$ cat src/rtl/np_cpl_pkg.sv
// Shared types and helpers for the non-posted completion request queue.
//  - cpl_hdr_t : TLP header part of a queued descriptor (MSB first)
//  - desc_w()  : full descriptor width for a given address width
//  - pack_hdr(): assembles the header part from individual request fields
//  - pop_state_t: pop FSM encoding
// A full descriptor is {cpl_hdr_t, addr[ADDR_W-1:0]}.
package np_cpl_pkg;

    localparam int unsigned HDR_W = 50;

    // Field offsets within the header part (addr occupies the bits below it).
    typedef struct packed {
        logic        with_data;   // bit 49
        logic [2:0]  tc;          // bits 48:46
        logic        td;          // bit 45
        logic        ep;          // bit 44
        logic [1:0]  attr;        // bits 43:42
        logic [9:0]  len;         // bits 41:32
        logic [15:0] rid;         // bits 31:16
        logic [7:0]  tag;         // bits 15:8
        logic [7:0]  be;          // bits 7:0
    } cpl_hdr_t;

    typedef enum logic [1:0] {
        ST_IDLE  = 2'd0,
        ST_LOAD  = 2'd1,
        ST_ISSUE = 2'd2
    } pop_state_t;

    function automatic int unsigned desc_w(input int unsigned addr_w);
        return HDR_W + addr_w;
    endfunction

    function automatic cpl_hdr_t pack_hdr(
        input logic        with_data,
        input logic [2:0]  tc,
        input logic        td,
        input logic        ep,
        input logic [1:0]  attr,
        input logic [9:0]  len,
        input logic [15:0] rid,
        input logic [7:0]  tag,
        input logic [7:0]  be
    );
        cpl_hdr_t h;
        h.with_data = with_data;
        h.tc        = tc;
        h.td        = td;
        h.ep        = ep;
        h.attr      = attr;
        h.len       = len;
        h.rid       = rid;
        h.tag       = tag;
        h.be        = be;
        return h;
    endfunction

endpackage

$ cat src/rtl/np_cpl_queue_sync_fifo_ram.sv
// sync_fifo_ram: DEPTH x WIDTH single-clock FIFO with registered read data.
//  i_wr_en/i_wr_data : write request (ignored when full or flushing)
//  i_rd_en           : pop; o_rd_data is valid the cycle after
//  i_flush           : clears pointers and count on the next edge
//  o_count           : registered occupancy
//  o_next_count_c    : occupancy after the coming edge
//  o_full_c/o_empty_c: derived from the registered occupancy
module sync_fifo_ram #(
    parameter  int unsigned DEPTH = 16,
    parameter  int unsigned WIDTH = 63,
    localparam int unsigned PTR_W = $clog2(DEPTH),
    localparam int unsigned CNT_W = PTR_W + 1
) (
    input  logic             clk,
    input  logic             rst,
    input  logic             i_flush,
    input  logic             i_wr_en,
    input  logic [WIDTH-1:0] i_wr_data,
    input  logic             i_rd_en,
    output logic [WIDTH-1:0] o_rd_data,
    output logic [CNT_W-1:0] o_count,
    output logic [CNT_W-1:0] o_next_count_c,
    output logic             o_full_c,
    output logic             o_empty_c
);

    logic [WIDTH-1:0] r_mem [DEPTH];
    logic [WIDTH-1:0] r_rd_data;
    logic [PTR_W-1:0] r_wr_ptr;
    logic [PTR_W-1:0] r_rd_ptr;
    logic [CNT_W-1:0] r_count;
    logic             w_wr_fire;
    logic             w_rd_fire;

    assign o_full_c  = (r_count == CNT_W'(DEPTH));
    assign o_empty_c = (r_count == '0);

    // Fullness is judged on the pre-edge count: a same-cycle pop frees nothing.
    assign w_wr_fire = i_wr_en && !o_full_c && !i_flush;
    assign w_rd_fire = i_rd_en && !o_empty_c && !i_flush;

    // Occupancy after the coming edge.
    always_comb begin
        o_next_count_c = r_count;
        if (i_flush) begin
            o_next_count_c = '0;
        end else if (w_wr_fire && !w_rd_fire) begin
            o_next_count_c = r_count + CNT_W'(1);
        end else if (!w_wr_fire && w_rd_fire) begin
            o_next_count_c = r_count - CNT_W'(1);
        end
    end

    // Pointer and count registers; pointers wrap naturally (DEPTH is 2^n).
    always_ff @(posedge clk or posedge rst) begin
        if (rst) begin
            r_wr_ptr <= '0;
            r_rd_ptr <= '0;
            r_count  <= '0;
        end else begin
            r_count <= o_next_count_c;
            if (i_flush) begin
                r_wr_ptr <= '0;
                r_rd_ptr <= '0;
            end else begin
                if (w_wr_fire) r_wr_ptr <= r_wr_ptr + PTR_W'(1);
                if (w_rd_fire) r_rd_ptr <= r_rd_ptr + PTR_W'(1);
            end
        end
    end

    // Storage array and registered read port.
    always_ff @(posedge clk) begin
        if (w_wr_fire) r_mem[r_wr_ptr] <= i_wr_data;
        if (w_rd_fire) r_rd_data <= r_mem[r_rd_ptr];
    end

    assign o_rd_data = r_rd_data;
    assign o_count   = r_count;

endmodule

$ cat src/rtl/np_cpl_queue.sv
// np_cpl_queue: non-posted completion request queue between RX and TX engines.
// Requests are stored as packed descriptors and issued one at a time, in order,
// over a level (req_compl_o) / done (compl_done_i) handshake.
//  clk, rst (async, active high)
//  req_compl_i + req_*_i : enqueue one descriptor
//  flush_i               : discard all queued (not yet loaded) entries
//  rx_np_ok_o            : RX may accept non-posted TLPs (headroom throttle)
//  req_compl_o + req_*_o : current request to TX, held until retired
//  compl_done_i/_o       : TX done in / retire pulse out
//  count_o               : queued entries, excluding the one being issued
//  ovf_o, timeout_o      : sticky error flags
module np_cpl_queue
    import np_cpl_pkg::*;
#(
    parameter  int unsigned DEPTH       = 16,
    parameter  int unsigned ADDR_W      = 13,
    parameter  int unsigned NP_HEADROOM = 2,
    parameter  int unsigned TIMEOUT_CYC = 0,
    localparam int unsigned CNT_W       = $clog2(DEPTH) + 1
) (
    input  logic              clk,
    input  logic              rst,
    input  logic              req_compl_i,
    input  logic              req_compl_with_data_i,
    input  logic [2:0]        req_tc_i,
    input  logic              req_td_i,
    input  logic              req_ep_i,
    input  logic [1:0]        req_attr_i,
    input  logic [9:0]        req_len_i,
    input  logic [15:0]       req_rid_i,
    input  logic [7:0]        req_tag_i,
    input  logic [7:0]        req_be_i,
    input  logic [ADDR_W-1:0] req_addr_i,
    input  logic              flush_i,
    output logic              rx_np_ok_o,
    output logic              req_compl_o,
    output logic              req_compl_with_data_o,
    output logic [2:0]        req_tc_o,
    output logic              req_td_o,
    output logic              req_ep_o,
    output logic [1:0]        req_attr_o,
    output logic [9:0]        req_len_o,
    output logic [15:0]       req_rid_o,
    output logic [7:0]        req_tag_o,
    output logic [7:0]        req_be_o,
    output logic [ADDR_W-1:0] req_addr_o,
    input  logic              compl_done_i,
    output logic              compl_done_o,
    output logic [CNT_W-1:0]  count_o,
    output logic              ovf_o,
    output logic              timeout_o
);

    localparam int unsigned DESC_W = desc_w(ADDR_W);
    localparam int unsigned TMR_W  = (TIMEOUT_CYC > 1) ? $clog2(TIMEOUT_CYC) : 1;

    pop_state_t        r_state;
    logic [TMR_W-1:0]  r_timer;

    logic [DESC_W-1:0] w_wr_desc;
    logic [DESC_W-1:0] w_rd_desc;
    cpl_hdr_t          w_rd_hdr;
    logic [ADDR_W-1:0] w_rd_addr;
    logic [CNT_W-1:0]  w_next_count;
    logic              w_full;
    logic              w_empty;
    logic              w_pop;
    logic              w_timeout_hit;
    logic              w_np_ok;

    assign w_wr_desc = {pack_hdr(req_compl_with_data_i, req_tc_i, req_td_i, req_ep_i,
                                 req_attr_i, req_len_i, req_rid_i, req_tag_i, req_be_i),
                        req_addr_i};

    assign w_rd_hdr  = w_rd_desc[DESC_W-1 -: HDR_W];
    assign w_rd_addr = w_rd_desc[ADDR_W-1:0];

    // A pop is only taken from IDLE, and never in a flush cycle.
    assign w_pop = (r_state == ST_IDLE) && !w_empty && !flush_i;

    assign w_timeout_hit = (TIMEOUT_CYC != 0) && (r_timer == TMR_W'(TIMEOUT_CYC - 1));

    // Throttle RX while the free space would be at or below the headroom.
    assign w_np_ok = (CNT_W'(DEPTH) - w_next_count) > CNT_W'(NP_HEADROOM);

    sync_fifo_ram #(
        .DEPTH (DEPTH),
        .WIDTH (DESC_W)
    ) u_fifo (
        .clk            (clk),
        .rst            (rst),
        .i_flush        (flush_i),
        .i_wr_en        (req_compl_i),
        .i_wr_data      (w_wr_desc),
        .i_rd_en        (w_pop),
        .o_rd_data      (w_rd_desc),
        .o_count        (count_o),
        .o_next_count_c (w_next_count),
        .o_full_c       (w_full),
        .o_empty_c      (w_empty)
    );

    // Pop FSM, issue timer, descriptor output registers and status flags.
    always_ff @(posedge clk or posedge rst) begin
        if (rst) begin
            r_state               <= ST_IDLE;
            r_timer               <= '0;
            req_compl_o           <= 1'b0;
            req_compl_with_data_o <= 1'b0;
            req_tc_o              <= '0;
            req_td_o              <= 1'b0;
            req_ep_o              <= 1'b0;
            req_attr_o            <= '0;
            req_len_o             <= '0;
            req_rid_o             <= '0;
            req_tag_o             <= '0;
            req_be_o              <= '0;
            req_addr_o            <= '0;
            compl_done_o          <= 1'b0;
            rx_np_ok_o            <= 1'b1;
            ovf_o                 <= 1'b0;
            timeout_o             <= 1'b0;
        end else begin
            compl_done_o <= 1'b0;
            rx_np_ok_o   <= w_np_ok;

            // Enqueues coinciding with a flush are discarded silently.
            if (req_compl_i && w_full && !flush_i) begin
                ovf_o <= 1'b1;
            end

            case (r_state)
                ST_IDLE: begin
                    if (w_pop) begin
                        r_state <= ST_LOAD;
                    end
                end
                ST_LOAD: begin
                    req_compl_with_data_o <= w_rd_hdr.with_data;
                    req_tc_o              <= w_rd_hdr.tc;
                    req_td_o              <= w_rd_hdr.td;
                    req_ep_o              <= w_rd_hdr.ep;
                    req_attr_o            <= w_rd_hdr.attr;
                    req_len_o             <= w_rd_hdr.len;
                    req_rid_o             <= w_rd_hdr.rid;
                    req_tag_o             <= w_rd_hdr.tag;
                    req_be_o              <= w_rd_hdr.be;
                    req_addr_o            <= w_rd_addr;
                    req_compl_o           <= 1'b1;
                    r_timer               <= '0;
                    r_state               <= ST_ISSUE;
                end
                ST_ISSUE: begin
                    // A real done wins over a coincident timeout.
                    if (compl_done_i || w_timeout_hit) begin
                        req_compl_o  <= 1'b0;
                        compl_done_o <= 1'b1;
                        if (!compl_done_i) begin
                            timeout_o <= 1'b1;
                        end
                        r_state <= ST_IDLE;
                    end else begin
                        r_timer <= r_timer + TMR_W'(1);
                    end
                end
                default: begin
                    r_state <= ST_IDLE;
                end
            endcase
        end
    end

endmodule

$ cat config.mk
export PLATFORM = sky130hd
export DESIGN_NAME = np_cpl_queue
export DESIGN_NICKNAME = d
export VERILOG_FILES = /design/src/rtl/np_cpl_pkg.sv /design/src/rtl/np_cpl_queue_sync_fifo_ram.sv /design/src/rtl/np_cpl_queue.sv
export SDC_FILE = /design/constraint.sdc
export NUM_CORES = 1
export LEC_CHECK = 0
export BUFFER_PORTS_ARGS = -buffer_cell sky130_fd_sc_hd__buf_2
export CAP_MARGIN = 15
export CORE_MARGIN = 10
export CORE_UTILIZATION = 60
export DETAILED_ROUTE_END_ITERATION = 8
export PLACE_DENSITY_LB_ADDON = 0.08
export SETUP_SLACK_MARGIN = 0.02
export SLEW_MARGIN = 40
export SYNTH_ARGS = -nofsm -noshare
export SYNTH_HDL_FRONTEND = slang
export SYNTH_SLANG_ARGS = --single-unit
$ cat constraint.sdc
create_clock -name clk -period 7.5 [get_ports clk]
set_input_delay 1.5 -clock clk [delete_from_list [all_inputs] [get_ports clk]]
set_output_delay 1.5 -clock clk [all_outputs]
set_load 0.03 [all_outputs]
==> results of run 1 <==
[worst max-delay path, stage by stage]
cell     delay, ps
buf_2          170
inv_1          130
nor3_2         490
nand2_1        340
nor2_4         610
buf_4          770
[final cells by class]
cell class                 instances  area, µm²  share of cell area [%]
sequential                      1153      34230                   69.69
antenna                            2      5.005                 0.01019
timing repair buffer             187       1353                   2.754
multi-input combinational        498       8738                   17.79
clock inverter                    59      491.7                   1.001
inverter                          12      47.55                 0.09680
clock buffer                     149       3063                   6.236
tap                              950       1189                   2.420
[power by group]
| group | switching (mW) | internal (mW) | total, mW |
|---|---|---|---|
| registers | 0.254 | 7.56 | 7.82 |
| logic | 1.95 | 1.63 | 3.58 |
| clock network | 2.27 | 3.13 | 5.40 |
[worst max path at each step]
stage                 startpoint              endpoint  slack, ps
6_report             req_compl_i   u_fifo.r_mem[6][39]       3720
5_1_grt        u_fifo.o_count[0]    u_fifo.r_mem[6][9]       3550
4_1_cts        u_fifo.o_count[0]   u_fifo.r_mem[6][36]       3470
3_5_place_dp         req_compl_i   u_fifo.r_mem[6][19]       2780
3_3_place_gp         req_compl_i  u_fifo.r_mem[12][26]       2540
2_1_floorplan        req_compl_i    u_fifo.r_mem[0][0]        300
[registers in the layout, indices dropped and copies added (netlist names), 2 cells and up]
signal            cells
u_fifo.r_mem       1008
req_tc_o              3
req_be_o              8
req_tag_o             8
req_rid_o            16
req_len_o            10
u_fifo.r_wr_ptr       4
u_fifo.o_count        5
u_fifo.o_rd_data     63
req_attr_o            2
u_fifo.r_rd_ptr       4
r_state               2
req_addr_o           13
[per-stage QoR]
step	setup WS (ps)	utilization (%)	area, µm²	power [mW]	std cells
CTS	3475	68.67	49090	16.96	3007
global placement	2544	63.18	45160	11.48	2783
global route	3546	68.70	49110	17.45	3009
floorplan	302.6	-	43230	10.46	1749
detailed placement	2780	63.69	45530	11.57	2799
finish	3721	68.71	49120	16.80	3010
[cells in the final DEF (no fill, tap or decap), types with 3 or more instances in the layout]
cell / n
edfxtp_1: 1071
mux4_2: 315
buf_2: 139
clkbuf_16: 113
dfrtp_1: 77
mux2_2: 64
clkinv_2: 27
clkbuf_1: 26
clkinv_1: 21
nor2_1: 19
buf_4: 19
nor2_4: 13
nand2_1: 12
inv_1: 11
ha_1: 10
clkbuf_8: 10
buf_6: 9
bufinv_16: 8
buf_8: 8
buf_16: 7
nand2b_1: 5
nor3_2: 5
buf_12: 5
xor2_1: 4
a211oi_1: 4
nand4_1: 4
dfrtp_4: 4
xnor2_1: 3
or2_2: 3
a31oi_1: 3
[per-layer routing]
metal | track usage, % | wire, µm | part of all wire [%] | vias up
met3 | 4.496 | 6749 | 7.6 | 112
met4 | 5.691 | 1690 | 1.9 | 0
met2 | 33.74 | 42880 | 48 | 712
met1 | 32.02 | 37390 | 42 | 10292
li1 | - | - | - | 7916
met5 | 0 | 0 | 0 | -
[kinds of logic (layout without fill, tap and decap cells)]
family	Yosys count	count (layout)
flops	1153	1153
mux	379	379
buf+inv	98	407
simple gates	79	79
compound gates	22	22
fa+ha+maj	10	10
xor+xnor	7	7
other cells	1	3
==> results by group, run 1 <==
Floorplan
  • Core Area: 71490 µm²
  • Die area: 83180 µm²
  • Die Y: 288.4 µm
  • Die W: between 200 and 300 µm
  • Boundary pin count: 141
  • # rows: 98
  • Starting Density: 60.47%

Worst hold path
  • Hold path start: ovf_o
  • Hold Crit Class: reg2reg
  • Hold Path Stages: 1
  • Min-Delay Endpoint: ovf_o

Worst setup path
  • RR Endpoint: u_fifo.r_mem[6][39]
  • Worst Reg-to-Reg Cells: 7
  • R2R Setup Slk: ~3800 ps
  • Crit. End Element: flip-flop
  • Setup Crit Path Kind: in2reg
  • Startpoint Class: input port
  • Worst reg2reg startpoint: u_fifo.o_count[0]
  • Crit-path max FO: 48
  • Worst EP arrival: 4060 ps
  • CP required: 7780 ps

Yosys
  • Syn Area/Cell: 24.72 µm²
  • Mapped cell area: 43230 µm²
  • Ys async rst share: 7.112%
  • EDFF count, synth: 1071
  • Top_reg_cell synth: edfxtp_1
  • Synthesis-stage register bit count: 1153
  • Warnings, synthesis: 0
  • Seq/Total Area, Yosys: 79.15%
  • Compound-Gate Fraction of Synth Area: 0.4197%
  • Top cells by area, synth: edfxtp_1 (74%), mux4_2 (16%), dfrtp_1 (4.7%), mux2_2 (1.7%), clkbuf_1 (0.54%)
  • Mux cell area share after synthesis: 18.08%
  • Xor/xnor share of the synthesized area: 0.1418%
  • Top-count cell post-synth: edfxtp_1
  • Synth unique cells: 50
  • Syn nets: between 1500 and 2000
  • Post-Synth Adder-Cell Area: 0.2894%
  • Post-Synth Simple-Gate Area: 0.9754%
  • Largest family of logic cells by synthesized area: multiplexers
  • Commonest cells in the netlist: edfxtp_1 (1071), mux4_2 (315), dfrtp_1 (81)
  • Cell count after synthesis: ~1700
  • Post-synth top area cell: edfxtp_1
  • Top-area cell type share of the netlist area: 74.40%

Detailed routing
  • Via-to-Cell Ratio: 6.323
  • Post-DR wirelength/cell: 29.47 µm
  • Routed Antenna Nets: 0
  • DR DRC count: 0
  • DR iter-0 viols: 1792
  • Drt pass-1 iters: 5
  • Via count of the routed design: roughly 19000
  • Drt total wl: 88710 µm

GRT
  • Initial antenna violation count: 5
  • GRT Resource Usage Total: 21.81%
  • First-pass GRT wire length: 133100 µm
  • Global route overflow: 0
  • Vias in the first global route: 19960
  • Largest net degree at the start of global routing: 81

Final layout
  • P&R area growth vs syn: 13.62%
  • Fill cells: 4360
  • NumNets Final: 2040
  • Layout cell share with drive strength beyond 1: 36.98%

Clock tree
  • Clock Root Buffer: clkbuf_16
  • CTS buffer count: between 100 and 150
  • H-tree levels: 3
  • CTS resizes: 0
  • Worst-skew pair later-pin latency: 660 ps
  • Clock slew at reported path FFs: 60 ps
  • CTS tree: yes
  • CTS sink cnt: 1153
  • Setup Fix Bufs, Post-CTS: 0
  • Post-cts hold buffer count: 0
  • CTS Buffer Depth: 3

STA
  • Max Fclk: 264.6 MHz
  • RSZ-0062 raised after global routing: false
  • Worst slew margin: 44.43%
  • Least-Margin Pin Slew: between 800 and 900 ps
  • Setup Total Neg Slack: 0 ps
  • Min Tclk post-route: 3779 ps
  • Max Transition Viols Final: 0
  • Final number of hold-violating endpoints: 0
  • Worst clock skew: 14.05 ps
  • Final setup viols: 0
  • Fin Hold WS: 472.9 ps
  • Final period utilization: about half

Power
  • Worst VDD drop: 0.2873 mV
  • Power per cell area: around 340 nW/µm²
  • Lkg Pwr: 15.59 nW

Place
  • DP Wirelength: 50380 µm
  • Port Buffers: 139
  • Routability cong.: 0.7699

Outcome
  • Status: complete, no violations

Run
  • Max Cap Violations: 0
(Power assumes the default switching activity.)
==> inputs of run 2 (changes only) <==
- clock period: 7.5 -> 3.7 ns (I/O delays scaled with it)
==> run 2 against run 1 <==
Clock power increased by 110%. Critical path depth increased by 1. Worst setup slack worse by 3200 ps. Sequential cell count did not move. First-iteration DRC count grew 3.7%. Power increased by 100%. Die area unchanged. Sequential share of layout area is 0.43 points lower. Via count rose by 0.42%. Clock skew increased by 2.8 ps. Sequential power up 100%.
==> results by group, run 2 (same netlist as run 1, synthesis figures left out) <==
Run
  • Max Cap Violations: 0 (unchanged)

STA
  • RSZ-0062 raised after global routing: false
  • Worst slew margin: 51.32% (+6.9 points)
  • Setup Total Neg Slack: 0 ps (unchanged)
  • Min Tclk post-route: between 3000 and 4000 ps
  • Worst clock skew: 16.89 ps (+2.840 ps)
  • Final setup viols: 0 (unchanged)
  • Max Transition Viols Final: 0 (unchanged)
  • Final period utilization: 86.00%
  • Final number of hold-violating endpoints: 0 (unchanged)
  • Least-Margin Pin Slew: 711.9 ps (-121.6 ps)
  • Max Fclk: 314.3 MHz
  • Fin Hold WS: 106.4 ps (-366.5 ps)

Worst setup path
  • Worst reg2reg startpoint: u_fifo.o_count[0]
  • Critical path's largest stage delay: 550 ps (-220 ps)
  • Slowest cell on crit path: nor3_1
  • RR Endpoint: u_fifo.r_mem[2][32]
  • CP Cell Sequence: inv_1 -> ha_1 -> and4bb_2 -> nor3_1 -> nand2_1 -> nor3_4 -> buf_12
  • R2R Setup Slk: 520 ps (-3260 ps)
  • Crit-path max FO: 63 (+31%)
  • Setup Crit Path Kind: reg2reg
  • Top delay family on crit path: simple AND/OR/NAND/NOR gates
  • Worst Reg-to-Reg Cells: 7 (unchanged)
  • Worst EP arrival: 3480 ps (-580 ps)
  • CP required: 4000 ps (-3780 ps)
  • Crit. End Element: flip-flop
  • Startpoint Class: flip-flop
  • CP Buf/Inv Count: 2 (-1)

Floorplan
  • Starting Density: 60.47% (unchanged)
  • Die area: 83180 µm² (unchanged)
  • Die Y: 288.4 µm (unchanged)
  • # rows: 98 (unchanged)
  • Boundary pin count: 141 (unchanged)
  • Die W: 288.4 µm (unchanged)
  • Core Area: 71490 µm² (unchanged)

Detailed routing
  • Drt total wl: 88570 µm (-0.16%)
  • Routed Antenna Nets: 0 (unchanged)
  • DR DRC count: 0 (unchanged)
  • Drt pass-1 iters: 5 (unchanged)
  • Via-to-Cell Ratio: 6.324 (about the same)
  • DR iter-0 viols: 1859 (+3.7%)
  • Post-DR wirelength/cell: 29.31 µm (-0.55%)
  • Via count of the routed design: 19112 (+0.42%)

Clock tree
  • Clock slew at reported path FFs: 60 ps (about the same)
  • Worst-skew pair later-pin latency: 670 ps (about the same)
  • CTS Buffer Depth: 3 (unchanged)
  • CTS resizes: 0 (unchanged)
  • CTS tree: yes
  • CTS sink cnt: 1153 (unchanged)
  • Clock Root Buffer: clkbuf_16
  • Post-cts hold buffer count: 0 (unchanged)
  • Setup Fix Bufs, Post-CTS: 0 (unchanged)
  • CTS buffer count: 111 (+0.91%)
  • H-tree levels: 3 (unchanged)

Power
  • Power per cell area: 693.4 nW/µm² (+100%)
  • Lkg Pwr: 15.66 nW (+0.49%)
  • Worst VDD drop: 0.5317 mV (+85%)

Final layout
  • Flip-flop count of the largest register after layout: 1008 (unchanged)
  • Most common cell after layout, fill and taps aside: edfxtp_1
  • NumNets Final: 2051 (+0.54%)
  • Biggest register: u_fifo.r_mem
  • Leading cell types in the layout, fill and taps excluded: edfxtp_1 (1071), mux4_2 (315), buf_2 (139), clkbuf_16 (115), dfrtp_1 (75)
  • Fill cells: 4259 (-2.3%)
  • P&R area growth vs syn: 14.33%
  • Final Util: 69.14% (+0.43 points)
  • Layout cell share with drive strength beyond 1: 37.20% (+0.22 points)

Place
  • DP Wirelength: 46200 µm (-8.3%)
  • Port Buffers: 139 (unchanged)
  • Routability cong.: 0.7935 (+3.1%)

GRT
  • M2 GR Usage: 35.06% (+1.3 points)
  • GRT Resource Usage Total: 21.79% (about the same)
  • GR Util met1: 31.40% (-0.62 points)
  • Global route overflow: 0 (unchanged)
  • First-pass GRT wire length: 133300 µm (+0.17%)
  • GR met3 Demand/Resource: 4.016% (-0.48 points)
  • Top Usage Layer GRT: met2
  • Vias in the first global route: 20134 (+0.87%)
  • Largest net degree at the start of global routing: 70 (-14%)
  • Initial antenna violation count: 10 (+5)

Outcome
  • Status: complete, no violations

Worst hold path
  • Hold Crit Class: in2async
run 2: cell types whose count changed in the layout (fill, tap and decap cells not counted), moves of 4 or more:
cell	previous run	this run
buf_12	5	29
nor3_4	0	4
clkbuf_1	26	40
nor3_2	5	0
buf_16	7	0
clkinv_1	21	11
buf_6	9	0
buf_4	19	28
buf_8	8	1
clkinv_2	27	15
clkbuf_8	10	14
run 2: how the worst max path moves through the flow:
stage | from | endpoint | depth (start not counted)
floorplan | req_compl_i | u_fifo.r_mem[8][0] | 5
global placement | req_compl_i | u_fifo.r_mem[11][21] | 6
detailed placement | req_compl_i | u_fifo.r_mem[11][18] | 6
CTS | u_fifo.o_count[0] | u_fifo.r_mem[2][32] | 7
global route | u_fifo.o_count[0] | u_fifo.r_mem[2][33] | 7
finish | u_fifo.o_count[0] | u_fifo.r_mem[2][32] | 7
run 2: area by class of cell:
| type | count | area (µm²) | share of cell area [%] |
|---|---|---|---|
| timing repair buffer | 197 | 1501 | 3.038 |
| clock buffer | 169 | 3221 | 6.516 |
| multi-input combinational | 498 | 8758 | 17.72 |
| clock inverter | 41 | 470.5 | 0.9519 |
| antenna | 2 | 5.005 | 0.01013 |
| tap | 950 | 1189 | 2.405 |
| sequential | 1153 | 34230 | 69.26 |
| inverter | 12 | 47.55 | 0.09620 |
run 2: metrics by stage:
| step | std cells | power, mW | instance area [µm²] | worst slack [ps] |
|---|---|---|---|---|
| floorplan | 1749 | 21.18 | 43310 | -67.30 |
| global placement | 2809 | 23.19 | 45710 | 610.2 |
| detailed placement | 2810 | 23.33 | 45730 | 614.4 |
| CTS | 3020 | 34.62 | 49420 | 620.0 |
| global route | 3020 | 35.63 | 49420 | 401.6 |
| finish | 3022 | 34.27 | 49420 | 517.9 |
run 2: report_power, final:
group | internal, mW | switching, mW | total (mW)
Clock | 6.69 | 4.62 | 11.3
Combinational | 3.34 | 3.76 | 7.11
Sequential | 15.3 | 0.524 | 15.9
Total | 25.4 | 8.91 | 34.3
run 2: routing by layer:
layer / vias up / share of wire [%]
met2: 652 / 50
met3: 112 / 6.5
met1: 10411 / 42
li1: 7931 / -
met4: 6 / 1.6
met5: - / 0.053
==> inputs of run 3 (changes only) <==
- BUFFER_PORTS_ARGS: -buffer_cell sky130_fd_sc_hd__buf_2 -> not set
- CORE_UTILIZATION: 60 -> 40
- DONT_BUFFER_PORTS: not set -> 1
==> run 3 against run 2 <==
The run now ends with negative hold slack left. Via count down 4.2%. Wire length increased by 7.8%. Worst hold slack lost 120 ps. Clock power grew 4%. Global-route usage fell by 6.0 points. Critical path type unchanged.
==> results by group, run 3 (same netlist as run 1, synthesis figures left out) <==
Worst setup path
  • Crit-path max FO: 50 (-21%)
  • CP required: 4030 ps (+30 ps)
  • Worst EP arrival: 3550 ps (+70 ps)
  • Slowest cell on crit path: nor3_1
  • CP Buf/Inv Count: 2 (unchanged)
  • Crit. End Element: flip-flop
  • Startpoint Class: flip-flop
  • CP Cell Sequence: inv_1 -> ha_1 -> and4bb_2 -> nor3_1 -> nand2_1 -> nor3_4 -> buf_12
  • Critical path's largest stage delay: 520 ps (-30 ps)
  • Top delay family on crit path: simple AND/OR/NAND/NOR gates
  • Setup Crit Path Kind: reg2reg

Place
  • Port Buffers: 0 (-100%)
  • DP Wirelength: 53460 µm (+16%)
  • Placed Area: 45870 µm² (+0.31%)
  • Routability cong.: 0.7297 (-8.0%)

Power
  • P_sw: 9.062 mW (+1.8%)
  • Sw frac: 26.30% (+0.31 points)
  • Worst VDD drop: 0.3453 mV (-35%)
  • Power share of the clock group: 34.0% (+1.0 points)
  • Combinational cell fraction of total power: 17.4% (-3.3 points)
  • Internal power: 25.40 mW (+0.14%)
  • Power per cell area: 693.1 nW/µm² (about the same)
  • Reg power frac: 48.5% (+2.2 points)
  • Lkg Pwr: 15.29 nW (-2.4%)

Clock tree
  • CTS resizes: 0 (unchanged)
  • Setup Fix Bufs, Post-CTS: 0 (unchanged)
  • Clock slew at reported path FFs: 60 ps (about the same)
  • Clock Root Buffer: clkbuf_16
  • CTS sink cnt: 1153 (unchanged)
  • CTS tree: yes
  • H-tree levels: 3 (unchanged)
  • CTS Buffer Depth: 3 (unchanged)
  • CTS buffer count: 118 (+6.3%)
  • Worst-skew pair later-pin latency: 690 ps (+20 ps)
  • Post-cts hold buffer count: 0 (unchanged)

Final layout
  • Layout cell share with drive strength beyond 1: 33.91% (-3.3 points)
  • P&R area growth vs syn: 15.01%
  • Fill cells: 8847 (+110%)
  • Biggest register: u_fifo.r_mem
  • Fin area: 49720 µm² (+0.59%)
  • Flip-flop count of the largest register after layout: 1008 (unchanged)
  • Most common cell after layout, fill and taps aside: edfxtp_1
  • # diodes: 0 (-2)
  • Final Util: 46.38% (-23 points)
  • Leading cell types in the layout, fill and taps excluded: edfxtp_1 (1071), mux4_2 (315), clkbuf_16 (119), dfrtp_1 (75), mux2_2 (64)
  • NumNets Final: 1938 (-5.5%)

Outcome
  • Status: finished with violations
  • Failing checks: negative hold slack

STA
  • Final period utilization: 87.20% (+1.2 points)
  • Final setup viols: 0 (unchanged)
  • Max Transition Viols Final: 0 (unchanged)
  • Worst clock skew: 20.36 ps (+3.467 ps)
  • Worst slew margin: 40.26% (-11 points)
  • Least-Margin Pin Slew: 873.5 ps (+161.6 ps)
  • Max Fclk: 309.9 MHz (-1.4%)
  • RSZ-0062 raised after global routing: false
  • Fin Hold WS: -14.38 ps (-120.8 ps)
  • Final number of hold-violating endpoints: 19 (+19)
  • Min Tclk post-route: 3227 ps (+44.39 ps)

Detailed routing
  • DR iter-0 viols: 1318 (-29%)
  • Routed Antenna Nets: 0 (unchanged)
  • Drt pass-1 iters: 5 (unchanged)
  • Drt total wl: 95480 µm (+7.8%)
  • Via-to-Cell Ratio: 5.442 (-14%)
  • DR DRC count: 0 (unchanged)
  • Via count of the routed design: 18308 (-4.2%)
  • Post-DR wirelength/cell: 28.38 µm (-3.2%)

GRT
  • Global route overflow: 0 (unchanged)
  • Initial antenna violation count: 1 (-9)
  • Vias in the first global route: 19896 (-1.2%)
  • First-pass GRT wire length: 141000 µm (+5.7%)
  • GRT Resource Usage Total: 15.75% (-6.0 points)
  • Largest net degree at the start of global routing: 64 (-8.6%)

Floorplan
  • Die area: 121600 µm² (+46%)
  • Die Y: 348.7 µm (+21%)
  • Boundary pin count: 141 (unchanged)
  • Die W: 348.7 µm (+21%)
  • Starting Density: 40.32% (-20 points)
  • # rows: 120 (+22%)
  • Core Area: 107200 µm² (+50%)

Run
  • Max Cap Violations: 0 (unchanged)

Worst hold path
  • Hold Crit Class: in2async
[run 3: changes by cell type in the layout (fill, tap and decap cells not counted), moves of 3 or more]
cell        before  now
clkinv_1        11   15
clkinv_2        15   19
buf_4           28   37
buf_2          139    0
buf_12          29   40
clkbuf_8        14   11
clkbuf_1        40   32
clkbuf_16      115  119
clkinvlp_4       1    8
[run 3: stage by stage]
| stage | setup WS (ps) | hold slack, ps | power (mW) | setup TNS (ps) | instances |
|---|---|---|---|---|---|
| floorplan | -67.30 | 453.9 | 21.18 | -39800 | 1749 |
| global placement | 457.5 | 457.5 | 23.19 | 0 | 3141 |
| detailed placement | 459.3 | 462.5 | 23.25 | 0 | 3143 |
| CTS | 433.7 | 62.10 | 35.07 | 0 | 3364 |
| global route | 246.9 | 0.6026 | 35.99 | 0 | 3364 |
| finish | 473.5 | -14.38 | 34.46 | 0 | 3364 |
[run 3: metal layers]
layer	wire length (µm)	track usage, %	share of wire [%]
met4	1736	4.005	1.8
met2	47290	25.73	50
met3	4968	3.312	5.2
met1	41480	21.50	43
met5	0	0	0
[run 3: path summary, 6_finish.rpt]
check,startpoint,endpoint,slack [ps],cells past startpoint
setup / recovery,u_fifo.o_count[0],u_fifo.r_mem[0][36],470,7
max in group asynchronous,rst,req_len_o[1],3070,2
min in group clk,flush_i,u_fifo.r_rd_ptr[2],120,1
hold reg to reg,u_fifo.o_rd_data[45],req_len_o[0],470,1
hold / removal,rst,req_addr_o[6],-10,1
setup reg to reg,u_fifo.o_count[0],u_fifo.r_mem[0][36],470,7
[run 3: cell type report]
type | count | area, µm² | share of cell area [%]
Multi-Input combinational cell | 498 | 8758 | 17.62
Tap cell | 1403 | 1755 | 3.531
Inverter | 12 | 50.05 | 0.1007
Clock inverter | 59 | 594.3 | 1.195
Timing Repair Buffer | 77 | 1079 | 2.169
Clock buffer | 162 | 3249 | 6.536
Sequential cell | 1153 | 34230 | 68.85
[run 3: power groups by stage]
| stage | registers [mW] | clock network, mW | logic, mW |
|---|---|---|---|
| CTS | 16.8 | 12.1 | 6.23 |
| global route | 16.9 | 12.6 | 6.51 |
| floorplan | 16.7 | 0 | 4.51 |
| finish | 16.7 | 11.7 | 6.01 |
| global placement | 17.0 | 0 | 6.16 |
| detailed placement | 17.0 | 0 | 6.20 |
[run 3: worst reg2reg max path, delay by kind of cell (launching register included)]
family,cells,cell delay [ps]
simple gates,4,1530
flops,1,510
buf+inv,2,490
fa+ha+maj,1,280
